--- src/rtl/ps2_mouse_host_if.sv ---
// PS/2 bus as seen by the host block.
//   ps2_clk_i / ps2_data_i   : sensed clock / data lines (asynchronous to clk_sys)
//   ps2_clk_oe / ps2_data_oe : 1 = pull the line low, 0 = release (open collector)
// master = host side, slave = device / bus model side.
interface ps2_mouse_host_if;
    logic ps2_clk_i;
    logic ps2_data_i;
    logic ps2_clk_oe;
    logic ps2_data_oe;

    modport master (
        input  ps2_clk_i,
        input  ps2_data_i,
        output ps2_clk_oe,
        output ps2_data_oe
    );

    modport slave (
        output ps2_clk_i,
        output ps2_data_i,
        input  ps2_clk_oe,
        input  ps2_data_oe
    );
endinterface

--- src/rtl/ps2_mouse_host.sv ---
// PS/2 mouse host: sends Enable Data Reporting (0xF4), waits for the 0xFA
// acknowledge, then assembles 3-byte stream packets.
//   clk_sys    : system clock, all logic on its rising edge
//   reset_n    : asynchronous active-low reset
//   ps2        : PS/2 clock/data lines (sensed inputs, open-collector enables)
//   ps2_mouse  : [7:0] status, [15:8] X, [23:16] Y, [24] toggles per packet
//   init_done  : high once the device has acknowledged 0xF4
module ps2_mouse_host #(
    parameter int INHIBIT_CYC = 5000,
    parameter int TIMEOUT_CYC = 100000
) (
    input  logic             clk_sys,
    input  logic             reset_n,
    ps2_mouse_host_if.master ps2,
    output logic [24:0]      ps2_mouse,
    output logic             init_done
);

    typedef enum logic [2:0] {
        S_INHIBIT, S_REQ, S_TX, S_TX_ACK, S_WAIT_FA, S_STREAM
    } state_t;

    localparam int IW = $clog2(INHIBIT_CYC + 1);
    localparam int TW = $clog2(TIMEOUT_CYC + 1);

    // Transmit sequence indexed by edge count: 0xF4 LSB first, parity 0, stop 1.
    localparam logic [9:0] TX_FRAME = 10'b1_0_1111_0100;
    localparam logic [7:0] ACK_BYTE = 8'hFA;

    state_t          state_q, state_d;
    logic [1:0]      clk_sync_q, dat_sync_q;
    logic            clk_prev_q;
    logic [IW-1:0]   inh_cnt_q, inh_cnt_d;
    logic [TW-1:0]   to_cnt_q, to_cnt_d;
    logic [3:0]      bit_cnt_q, bit_cnt_d;
    logic [9:0]      shreg_q, shreg_d;
    logic            tx_oe_q, tx_oe_d;
    logic [1:0]      idx_q, idx_d;
    logic [7:0]      byte0_q, byte0_d, byte1_q, byte1_d;
    logic [24:0]     mouse_q, mouse_d;
    logic            init_q, init_d;

    logic            clk_s, dat_s, fall;
    logic            inh_done, to_active, timeout;
    logic            rx_done, rx_ok, tx_last;
    logic [10:0]     rx_frame;
    logic [7:0]      rx_byte;

    // Synchronizers idle high so reset release never looks like a clock edge.
    always_ff @(posedge clk_sys or negedge reset_n) begin
        if (!reset_n) begin
            clk_sync_q <= 2'b11;
            dat_sync_q <= 2'b11;
            clk_prev_q <= 1'b1;
        end else begin
            clk_sync_q <= {clk_sync_q[0], ps2.ps2_clk_i};
            dat_sync_q <= {dat_sync_q[0], ps2.ps2_data_i};
            clk_prev_q <= clk_sync_q[1];
        end
    end

    assign clk_s    = clk_sync_q[1];
    assign dat_s    = dat_sync_q[1];
    assign fall     = clk_prev_q & ~clk_s;

    assign inh_done = (inh_cnt_q == IW'(INHIBIT_CYC - 1));
    assign tx_last  = (bit_cnt_q == 4'd9);
    assign rx_done  = fall && (bit_cnt_q == 4'd10);
    // Current data sample completes the frame: [0] start .. [10] stop.
    assign rx_frame = {dat_s, shreg_q};
    assign rx_byte  = rx_frame[8:1];
    assign rx_ok    = !rx_frame[0] && rx_frame[10] && (^rx_frame[9:1]);

    // Watchdog runs during the handshake, and in stream only while a frame
    // or packet is partially received.
    assign to_active = (state_q == S_TX) || (state_q == S_TX_ACK) ||
                       (state_q == S_WAIT_FA) ||
                       ((state_q == S_STREAM) && ((bit_cnt_q != 4'd0) || (idx_q != 2'd0)));
    assign timeout   = to_active && !fall && (to_cnt_q == TW'(TIMEOUT_CYC - 1));

    // ---------------- FSM: state register ----------------
    always_ff @(posedge clk_sys or negedge reset_n) begin
        if (!reset_n) state_q <= S_INHIBIT;
        else          state_q <= state_d;
    end

    // ---------------- FSM: next state ----------------
    always_comb begin
        state_d = state_q;
        case (state_q)
            S_INHIBIT: if (inh_done) state_d = S_REQ;
            S_REQ:     state_d = S_TX;
            S_TX: begin
                if (fall && tx_last) state_d = S_TX_ACK;
                else if (timeout)    state_d = S_INHIBIT;
            end
            S_TX_ACK: begin
                if (fall)         state_d = dat_s ? S_INHIBIT : S_WAIT_FA;
                else if (timeout) state_d = S_INHIBIT;
            end
            S_WAIT_FA: begin
                if (rx_done)      state_d = (rx_ok && rx_byte == ACK_BYTE) ? S_STREAM : S_INHIBIT;
                else if (timeout) state_d = S_INHIBIT;
            end
            S_STREAM:  state_d = S_STREAM;
            default:   state_d = S_INHIBIT;
        endcase
    end

    // ---------------- FSM: outputs ----------------
    always_comb begin
        ps2.ps2_clk_oe  = (state_q == S_INHIBIT);
        ps2.ps2_data_oe = (state_q == S_REQ) || ((state_q == S_TX) && tx_oe_q);
    end

    // ---------------- datapath next state ----------------
    always_comb begin
        inh_cnt_d = '0;
        to_cnt_d  = '0;
        bit_cnt_d = bit_cnt_q;
        shreg_d   = shreg_q;
        tx_oe_d   = tx_oe_q;
        idx_d     = idx_q;
        byte0_d   = byte0_q;
        byte1_d   = byte1_q;
        mouse_d   = mouse_q;
        init_d    = init_q;

        if ((state_q == S_INHIBIT) && !inh_done) inh_cnt_d = inh_cnt_q + IW'(1);
        if (to_active && !fall && !timeout)     to_cnt_d  = to_cnt_q + TW'(1);

        case (state_q)
            S_INHIBIT: begin
                bit_cnt_d = '0;
                tx_oe_d   = 1'b0;
            end
            S_REQ: begin
                bit_cnt_d = '0;
                tx_oe_d   = 1'b1;    // start bit held until the first device edge
            end
            S_TX: begin
                if (fall) begin
                    tx_oe_d   = ~TX_FRAME[bit_cnt_q];
                    bit_cnt_d = tx_last ? 4'd0 : bit_cnt_q + 4'd1;
                end
            end
            S_TX_ACK: begin
                bit_cnt_d = '0;
                tx_oe_d   = 1'b0;
            end
            S_WAIT_FA, S_STREAM: begin
                if (fall) begin
                    shreg_d   = {dat_s, shreg_q[9:1]};
                    bit_cnt_d = rx_done ? 4'd0 : bit_cnt_q + 4'd1;
                end else if (timeout) begin
                    bit_cnt_d = '0;
                    idx_d     = '0;
                end
                if (rx_done) begin
                    if (state_q == S_WAIT_FA) begin
                        if (rx_ok && rx_byte == ACK_BYTE) init_d = 1'b1;
                        idx_d = '0;
                    end else if (!rx_ok) begin
                        idx_d = '0;
                    end else begin
                        case (idx_q)
                            2'd0: begin
                                // Bit 3 of the status byte is always set; drop
                                // anything else to find the packet boundary.
                                if (rx_byte[3]) begin
                                    byte0_d = rx_byte;
                                    idx_d   = 2'd1;
                                end
                            end
                            2'd1: begin
                                byte1_d = rx_byte;
                                idx_d   = 2'd2;
                            end
                            2'd2: begin
                                mouse_d = {~mouse_q[24], rx_byte, byte1_q, byte0_q};
                                idx_d   = 2'd0;
                            end
                            default: idx_d = 2'd0;
                        endcase
                    end
                end
            end
            default: ;
        endcase
    end

    always_ff @(posedge clk_sys or negedge reset_n) begin
        if (!reset_n) begin
            inh_cnt_q <= '0;
            to_cnt_q  <= '0;
            bit_cnt_q <= '0;
            shreg_q   <= '0;
            tx_oe_q   <= 1'b0;
            idx_q     <= '0;
            byte0_q   <= '0;
            byte1_q   <= '0;
            mouse_q   <= '0;
            init_q    <= 1'b0;
        end else begin
            inh_cnt_q <= inh_cnt_d;
            to_cnt_q  <= to_cnt_d;
            bit_cnt_q <= bit_cnt_d;
            shreg_q   <= shreg_d;
            tx_oe_q   <= tx_oe_d;
            idx_q     <= idx_d;
            byte0_q   <= byte0_d;
            byte1_q   <= byte1_d;
            mouse_q   <= mouse_d;
            init_q    <= init_d;
        end
    end

    assign ps2_mouse = mouse_q;
    assign init_done = init_q;

endmodule

--- src/flat_wrapper.sv ---
// flat-port wrapper written by rule: the top's interface ports become plain ports
module ps2_mouse_host_flat 
#(
    parameter int INHIBIT_CYC = 5000,
    parameter int TIMEOUT_CYC = 100000
)
  (clk_sys, reset_n, ps2_mouse, init_done, ps2_ps2_clk_i, ps2_ps2_data_i, ps2_ps2_clk_oe, ps2_ps2_data_oe);
  ps2_mouse_host_if ps2_i ();
  input  logic clk_sys;
  input  logic reset_n;
  output logic [24:0] ps2_mouse;
  output logic init_done;
  input wire logic [$bits(ps2_i.ps2_clk_i)-1:0] ps2_ps2_clk_i;
  input wire logic [$bits(ps2_i.ps2_data_i)-1:0] ps2_ps2_data_i;
  output wire logic [$bits(ps2_i.ps2_clk_oe)-1:0] ps2_ps2_clk_oe;
  output wire logic [$bits(ps2_i.ps2_data_oe)-1:0] ps2_ps2_data_oe;
  assign ps2_i.ps2_clk_i = ps2_ps2_clk_i;
  assign ps2_i.ps2_data_i = ps2_ps2_data_i;
  assign ps2_ps2_clk_oe = ps2_i.ps2_clk_oe;
  assign ps2_ps2_data_oe = ps2_i.ps2_data_oe;
  ps2_mouse_host #(.INHIBIT_CYC(INHIBIT_CYC), .TIMEOUT_CYC(TIMEOUT_CYC)) u_core (.clk_sys(clk_sys), .reset_n(reset_n), .ps2(ps2_i), .ps2_mouse(ps2_mouse), .init_done(init_done));
endmodule
--- config.mk ---
export PLATFORM = sky130hd
export DESIGN_NAME = ps2_mouse_host_flat
export DESIGN_NICKNAME = d
export VERILOG_FILES = /design/src/rtl/ps2_mouse_host_if.sv /design/src/rtl/ps2_mouse_host.sv /design/src/flat_wrapper.sv
export SDC_FILE = /design/constraint.sdc
export NUM_CORES = 1
export LEC_CHECK = 0
export BUFFER_PORTS_ARGS = -buffer_cell sky130_fd_sc_hd__buf_2
export CAP_MARGIN = 20
export CORE_MARGIN = 2
export CORE_UTILIZATION = 52
export CTS_CLUSTER_SIZE = 30
export DETAILED_ROUTE_END_ITERATION = 8
export MAX_ROUTING_LAYER = met4
export PLACE_DENSITY = 0.7
export SKIP_CTS_REPAIR_TIMING = 1
export SYNTH_ARGS = -nofsm -noshare
export SYNTH_HDL_FRONTEND = slang
export SYNTH_SLANG_ARGS = --single-unit
--- constraint.sdc ---
create_clock -name clk_sys -period 3.27 [get_ports clk_sys]
set_input_delay 0.654 -clock clk_sys [delete_from_list [all_inputs] [get_ports clk_sys]]
set_output_delay 0.654 -clock clk_sys [all_outputs]
set_load 0.05 [all_outputs]
==> results of run 1 <==
[layout by cell type, fill, tap and decap left out, drive strengths merged, types with 2 or more instances in the layout]
cell type and count:
nor3 5, nand2 22, nor4b 3, dfrtp 92, nand2b 7, clkbuf 10, nand3b 5, clkinvlp 3
dfstp 5, ha 10, inv 7, nor4bb 3, mux2 49, nand4 8, a21oi 6, xor2 16
and3 10, xnor2 14, and2 2, o31ai 2, nand3 9, nor2 43, o21ai 8, and4 2
a21bo 2, nor2b 6, buf 33
[area by class of cell]
cell class                 instances  share of cell area [%]
clock buffer                      10                    2.60
clock inverter                     6                    1.53
inverter                           5                   0.383
multi-input combinational        247                    39.4
sequential                        97                    49.6
tap                              105                    2.68
timing repair buffer              33                    3.78
[power by group through the flow]
stage	registers, mW	logic [mW]	clock network, mW
after floorplan	1.23	0.00456	0
after global placement	1.23	0.0333	0
after detailed placement	1.23	0.0342	0
after CTS	1.21	0.0341	0.819
after global routing	1.21	0.0381	0.870
final	1.21	0.0320	0.798
[worst max-delay path, cell delays in order, from the launching register on]
cell      delay [ps]
dfrtp_1          460
ha_1             300
xnor3_1          390
xnor2_1          180
nor4b_4          380
nand3b_4         440
mux2_4           440
[path summary, 6_finish.rpt]
check,to,cells past startpoint,from
max,u_core.ps2_mouse[7],6,u_core.shreg_q[4]
min,u_core.shreg_q[6],1,reset_n
max reg2reg,u_core.ps2_mouse[7],6,u_core.shreg_q[4]
min reg2reg,u_core.clk_sync_q[1],0,u_core.clk_sync_q[0]
max in group asynchronous,u_core.dat_sync_q[1],2,reset_n
min in group clk_sys,u_core.clk_sync_q[1],0,u_core.clk_sync_q[0]
[kinds of logic (layout without fill, tap and decap cells)]
logic type	after synthesis	after routing	synth area share (%)
AO/OA/AOI/OAI	27	27	4.12
multiplexers	49	49	14.1
flip-flops	97	97	54.9
XOR/XNOR	31	31	6.44
adder cells (fa/ha/maj)	10	10	2.82
buffers and inverters	15	54	1.64
AND/OR/NAND/NOR	130	130	16.0
[metrics by stage]
stage | instances | area [um2] | power (mW) | worst slack (ps)
after global placement | 487 | 4700 | 1.26 | 630
after detailed placement | 487 | 4700 | 1.26 | 566
after global routing | 503 | 4900 | 2.12 | 376
after CTS | 503 | 4900 | 2.06 | 525
final | 503 | 4900 | 2.04 | 551
after floorplan | 359 | 4430 | 1.23 | 784
[state kept, by name, indices dropped and copies added (netlist names), 2 cells and up]
| signal | cells |
|---|---|
| u_core.state_q | 3 |
| u_core.inh_cnt_q | 13 |
| u_core.to_cnt_q | 17 |
| u_core.byte1_q | 8 |
| u_core.bit_cnt_q | 4 |
| u_core.shreg_q | 10 |
| u_core.dat_sync_q | 2 |
| u_core.ps2_mouse | 25 |
| u_core.idx_q | 2 |
| u_core.clk_sync_q | 2 |
| u_core.byte0_q | 8 |
[layer usage]
layer	wire length, um	track usage, %
met2	3490	27.0
met5	0	-
met4	99	5.52
met3	250	3.92
met1	3780	26.1
==> qor.csv, run 1 <==
stage,metric,value,unit
final_layout,diodes,0,
floorplanning,start_util,53.7,%
timing,worst_slew_pin_slew,631,ps
pwr,power_leakage,2.47,nW
worst_setup_path,arrival,2960,ps
synthesis,synth_common_cells,"dfrtp_1 (92), nor2_1 (43), mux2_2 (30)",
synthesis,synthCells,359,
timing,hold_viol,0,
placement,dp_hpwl,5.24,mm
final_layout,regArea,0.00243,mm2
synthesis,ys_seq_area_share,54.9,%
global_routing,grt_pass1_vias,2631,
worst_setup_path,crit_required,3510,ps
synthesis,ys_ff_latch,97,
final_layout,fill_cells,679,
job,cap_viol_max_count,0,
synthesis,synth_top_area_share,51.9,%
placement,place_congestion,0.816,
synthesis,async_flop_share,100,%
synthesis,syn_nets,373,
timing,finalMaxSlewViolations,0,
pwr,p_clk_share,39.2,%
drt,vias,2707,
synthesis,syn_avg_cell_area,12.3,um2
pwr,seq_power_share,59.2,%
final_layout,area_delta_synth_final,10.6,%
placement,io_buffer_count,31,
drt,first_pass_iters,4,
timing,fin_crit,2720,ps
global_routing,grtUsageTotal,18.5,%
global_routing,grt_overflow,0,
synthesis,synthFlopType,dfrtp_1,
timing,finalSetupTns,0,ps
global_routing,grt_max_degree,51,
floorplanning,rows,33,
global_routing,grt_pass1_wl,12.8,mm
floorplanning,core_region_area,0.00826,mm2
floorplanning,ios,32,
timing,rsz0062_at_grt,false,
synthesis,yosysTopAreaCell,dfrtp_1,
pwr,switching_share,22.7,%
timing,fmax,368,MHz
run_status,status,"finished, final reports clean",
clocking,cts_sinks,97,
pwr,power_density,415,mW/mm2
floorplanning,die_x,96.3,um
drt,wl_per_cell,15.2,um
worst_setup_path,endpoint_kind,flop,
final_layout,drive_above_1_share,27.4,%
global_routing,antenna_found_initial,0,
pwr,p_int,1.57,mW
synthesis,ys_warn_count,0,
floorplanning,die_h,96.3,um
clocking,clockRootBuffer,clkbuf_8,
clocking,cts_tree,built,
drt,route.detailed.drc,0,
clocking,numCtsBuffers,9,
drt,drtAntennaViolNets,0,
timing,finalCritPeriodShare,83.1,%
timing,fin_hold_ws,307,ps
floorplanning,fp.dieArea,0.00928,mm2
drt,drt_wl_total,7.63,mm
drt,drt_iter0_drc,100,
worst_hold_path,hp-class,in2async,
synthesis,ys_types,47,
clocking,htree_levels,3,
final_layout,multi_input_area,0.00193,mm2
synthesis,synth_area_leaders,"dfrtp_1 (52%), mux2_2 (7.6%), mux2_4 (6.4%)",
final_layout,nNetsFinal,407,
synthesis,netlist_area,0.00443,mm2
timing,setup-violations-final,0,
final_layout,utilization,59.4,%
worst_setup_path,critPathKind,reg2reg,
pwr,switching_power,462,uW
clocking,clock_path_buffers,2,
worst_setup_path,cp_max_fo,25,
timing,maxSlewHeadroom,58.0,%
synthesis,synth_edf_count,0,
clocking,insertion_delay,360,ps
pwr,share_comb_of_total_power,1.6,%
worst_setup_path,worst-r2r-setup-slack,550,ps
synthesis,yosysMostFrequentCell,dfrtp_1,
timing,clock_skew,13.8,ps
worst_setup_path,crit_path_start_kind,flop,
pwr,ir_drop,0.000283,V
clocking,clk_pin_slew,100,ps
drt,vias_per_cell,5.38,
Power figures use the tool's default switching activity.
==> inputs of run 2 (changes only) <==
PLACE_DENSITY = 0.73   (was 0.7)
clock period = 2.2 ns   (was 3.27 ns; I/O delays follow)
==> qor.csv, run 2 (same netlist as run 1, synthesis figures left out) <==
stage,metric,value,unit
run_status,status,finished with violations,
run_status,violations,negative setup slack,
global_routing,grt_pass1_vias,2811,
timing,fmax,407,MHz
placement,io_buffer_count,31,
global_routing,grt_max_degree,41,
final_layout,fill_cells,665,
clocking,htree_levels,3,
worst_setup_path,reg2reg_from,u_core.shreg_q[4],
clocking,numCtsBuffers,9,
drt,drtAntennaViolNets,0,
global_routing,antenna_found_initial,0,
final_layout,largest_reg_flops,25,
timing,clock_skew,13.5,ps
drt,vias,2878,
drt,wl_per_cell,15.6,um
worst_hold_path,hp-class,in2async,
global_routing,grtUsageTotal,20.2,%
worst_setup_path,crit_path_start,u_core.shreg_q[4],
timing,fin_crit,2460,ps
pwr,p_total,3.28,mW
final_layout,final_cell_mix,"dfrtp_1 (92), nor2_1 (43), buf_2 (30)",
floorplanning,start_util,53.7,%
worst_setup_path,arrival,2710,ps
clocking,insertion_delay,370,ps
floorplanning,core_region_area,0.00826,mm2
drt,route.detailed.drc,0,
final_layout,nNetsFinal,436,
clocking,clk_pin_slew,100,ps
global_routing,grt_overflow,0,
final_layout,drive_above_1_share,33.5,%
floorplanning,ios,32,
clocking,cts_tree,built,
worst_setup_path,endpoint_kind,flop,
worst_setup_path,critPathKind,reg2reg,
timing,finalMaxSlewViolations,0,
global_routing,grt_pass1_wl,13.7,mm
clocking,clockRootBuffer,clkbuf_8,
placement,dp_hpwl,5.82,mm
floorplanning,die_h,96.3,um
drt,vias_per_cell,5.41,
worst_setup_path,critPathMaxStageDelay,420,ps
timing,worst_slew_pin_slew,510,ps
worst_setup_path,crit_path_start_kind,flop,
final_layout,area_delta_synth_final,18.4,%
placement,place_ws,-236,ps
timing,maxSlewHeadroom,66.0,%
floorplanning,rows,33,
drt,drt_iter0_drc,97,
floorplanning,fp.dieArea,0.00928,mm2
final_layout,final_common_cell,dfrtp_1,
drt,drt_wl_total,8.28,mm
worst_setup_path,cp_max_fo,13,
job,cap_viol_max_count,0,
worst_setup_path,crit_required,2450,ps
drt,first_pass_iters,4,
timing,setup-violations-final,43,
worst_setup_path,worst-r2r-setup-slack,-260,ps
clocking,cts_sinks,97,
worst_setup_path,cpMaxStageDelayCell,dfrtp_1,
timing,setup_ws,-257,ps
worst_setup_path,crit_path_cell_trace,ha_4 > xnor3_1 > xnor2_2 > nor4b_4 > buf_4 > nand3b_4 > buf_12 > mux2_4,
floorplanning,die_x,96.3,um
placement,place_congestion,0.860,
timing,rsz0062_at_grt,true,
timing,hold_viol,0,
pwr,power_leakage,2.70,nW
worst_setup_path,reg2regPathDepth,8,
timing,fin_hold_ws,35.5,ps
timing,finalCritPeriodShare,112,%
worst_setup_path,rr_endpoint,u_core.ps2_mouse[7],
clocking,clock_path_buffers,2,
final_layout,diodes,0,
pwr,ir_drop,0.000492,V
timing,finalSetupTns,-7460,ps
pwr,power_density,624,mW/mm2
[run 2: worst max-delay path by stage]
stage	end	slack (ps)	cells after the start
3_5_place_dp	u_core.byte1_q[7]	-240	7
2_1_floorplan	u_core.ps2_mouse[0]	-130	7
3_3_place_gp	u_core.byte1_q[2]	-140	8
6_report	u_core.ps2_mouse[7]	-260	8
4_1_cts	u_core.byte1_q[7]	-250	8
5_1_grt	u_core.ps2_mouse[7]	-340	9
[run 2: report_power, final]
part / switching [mW] / internal, mW / leakage [nW]
registers: 0.00284 / 1.79 / 1.32
logic: 0.0396 / 0.0111 / 1.24
clock network: 0.655 / 0.779 / 0.128
total: 0.697 / 2.58 / 2.70
[run 2: per-layer routing]
layer | GRT usage (%) | up-vias | share of wire (%)
li1 | - | 1384 | -
met1 | 26.9 | 1442 | 47
met2 | 31.2 | 40 | 49
met3 | 3.05 | 12 | 2.6
met4 | 8.22 | 0 | 1.5
met5 | - | - | 0
[run 2: final cells by class]
cell class / count / area (um2) / share of cell area [%]
multi-input cells: 249 / 2000 / 38.1
well taps: 105 / 131 / 2.50
inverters: 5 / 18.8 / 0.357
repair buffers: 60 / 413 / 7.86
clock inverters: 7 / 130 / 2.48
clock buffers: 9 / 124 / 2.36
flip-flops and latches: 97 / 2430 / 46.4
[run 2: stage by stage]
| step | std cells | instance area [um2] | util, % |
|---|---|---|---|
| after CTS | 528 | 5170 | 62.7 |
| after global routing | 532 | 5250 | 63.6 |
| final | 532 | 5250 | 63.6 |
| after floorplan | 359 | 4440 | - |
| after global placement | 512 | 4920 | 59.6 |
| after detailed placement | 512 | 4920 | 59.6 |
[run 2: worst max-delay path: cells and delay by family, from the launching register on]
| family | cells | cell delay [ps] |
|---|---|---|
| mux | 1 | 300 |
| fa+ha+maj | 1 | 270 |
| buf+inv | 2 | 350 |
| simple gates | 2 | 410 |
| flops | 1 | 420 |
| xor+xnor | 2 | 580 |
==> inputs of run 3 (changes only) <==
CTS_BUF_LIST = sky130_fd_sc_hd__clkbuf_8   (was unset)
SKIP_CTS_REPAIR_TIMING = unset   (was 1)
==> qor.csv, run 3 (same netlist as run 1, synthesis figures left out) <==
stage,metric,value,unit
timing,worst_slew_pin_slew,568,ps
worst_setup_path,critPathMaxStageDelay,410,ps
clocking,numCtsBuffers,9,
worst_setup_path,crit_required,2450,ps
placement,dpl.cell_count,512,
worst_setup_path,rr_endpoint,u_core.ps2_mouse[7],
pwr,power_leakage,2.77,nW
timing,fin_crit,2450,ps
pwr,ir_drop,0.000463,V
timing,maxSlewHeadroom,62.0,%
drt,vias_per_cell,5.43,
timing,finalCritPeriodShare,112,%
timing,hold_viol,0,
final_layout,instances_no_fill,536,
floorplanning,ios,32,
floorplanning,start_util,53.7,%
final_layout,largest_reg_flops,25,
drt,wl_per_cell,15.9,um
floorplanning,core_region_area,0.00826,mm2
final_layout,drive_above_1_share,34.6,%
job,cap_viol_max_count,0,
global_routing,grt_overflow,0,
clocking,cts_tree,built,
drt,drt_wl_total,8.55,mm
clocking,htree_levels,3,
floorplanning,die_h,96.3,um
clocking,ctsHoldBuffers,0,
placement,io_buffer_count,31,
timing,clock_skew,18.7,ps
worst_hold_path,hp-class,in2async,
pwr,power_density,617,mW/mm2
timing,finalMaxSlewViolations,0,
drt,vias,2912,
clocking,clk_pin_slew,110,ps
worst_setup_path,crit_path_cell_trace,inv_2 > ha_4 > xnor3_1 > xnor2_2 > nor4b_4 > buf_4 > nand3b_4 > buf_12 > mux2_4,
final_layout,fin_area,0.00533,mm2
drt,first_pass_iters,4,
worst_setup_path,reg2regPathDepth,9,
drt,drtAntennaViolNets,0,
placement,dp_hpwl,5.82,mm
worst_setup_path,cpMaxStageDelayCell,xnor3_1,
timing,setup_ws,-254,ps
worst_setup_path,endpoint_kind,flop,
floorplanning,rows,33,
worst_setup_path,crit_path_start_kind,flop,
floorplanning,fp.dieArea,0.00928,mm2
worst_setup_path,worst-path-buf-inv,3,
drt,route.detailed.drc,0,
worst_setup_path,arrival,2710,ps
placement,place_congestion,0.860,
timing,setup-violations-final,42,
final_layout,fill_cells,648,
drt,drt_iter0_drc,122,
final_layout,nNetsFinal,440,
run_status,status,finished with violations,
timing,fin_hold_ws,28.7,ps
timing,rsz0062_at_grt,true,
global_routing,grtUsageTotal,20.2,%
run_status,violations,negative setup slack,
clocking,cts_sinks,97,
worst_setup_path,reg2reg_from,u_core.shreg_q[3],
global_routing,antenna_found_initial,0,
worst_setup_path,worst-r2r-setup-slack,-250,ps
final_layout,final_cell_mix,"dfrtp_1 (92), nor2_1 (43), mux2_2 (30), buf_2 (30), buf_4 (28)",
global_routing,grt_pass1_vias,2812,
clocking,clockRootBuffer,clkbuf_8,
timing,fmax,408,MHz
placement,placement.cell_area,0.00492,mm2
global_routing,grt_max_degree,41,
floorplanning,die_x,96.3,um
final_layout,diodes,0,
final_layout,area_delta_synth_final,20.3,%
worst_setup_path,cp_max_fo,7,
worst_setup_path,critPathKind,reg2reg,
global_routing,grt_pass1_wl,13.7,mm
final_layout,final_common_cell,dfrtp_1,
clocking,clock_path_buffers,2,
final_layout,utilization,64.6,%
clocking,insertion_delay,380,ps
worst_setup_path,critPathTopFamily,XOR/XNOR gates,
## run 3: routing by layer
layer	part of all wire (%)	GRT usage, %	vias up
met5	0	-	-
met4	2.0	8.22	0
met3	2.2	3.05	13
met2	49	31.4	39
met1	47	26.9	1469
li1	-	-	1391
## run 3: timing repair
action,CTS,global route
cloned,0,3
endpoints found under the setup margin,42,43
setup buffers,1,4
resized for setup,1,11
## run 3: metrics by stage
step                      total power, mW  setup WS, ps  setup TNS [ps]
after global routing                 3.40          -340          -11820
after floorplan                      1.83          -133           -3260
after detailed placement             1.88          -236           -5620
final                                3.29          -254           -7750
after global placement               1.88          -144           -3140
after CTS                            3.31          -194           -5330
## run 3: worst max-delay path by stage
stage | startpoint | endpoint | slack, ps | cells past startpoint
2_1_floorplan | u_core.shreg_q[4] | u_core.ps2_mouse[0] | -130 | 7
3_3_place_gp | u_core.shreg_q[3] | u_core.byte1_q[2] | -140 | 8
3_5_place_dp | u_core.shreg_q[2] | u_core.byte1_q[7] | -240 | 7
4_1_cts | u_core.shreg_q[1] | u_core.ps2_mouse[7] | -190 | 9
5_1_grt | u_core.shreg_q[3] | u_core.ps2_mouse[4] | -340 | 9
6_report | u_core.shreg_q[3] | u_core.ps2_mouse[7] | -250 | 9
## run 3: cell type report
type	instances	area [um2]	area share, %
Sequential cell	97	2430	45.6
Multi-Input combinational cell	249	2020	38.0
Timing Repair Buffer	64	472	8.84
Tap cell	105	131	2.46
Clock inverter	7	130	2.44
Clock buffer	9	124	2.32
Inverter	5	18.8	0.352
## run 3: report_power, final
part / internal (mW) / switching (mW) / leakage [nW]
Sequential: 1.79 / 0.00289 / 1.32
Clock: 0.779 / 0.667 / 0.128
Combinational: 0.0111 / 0.0395 / 1.32
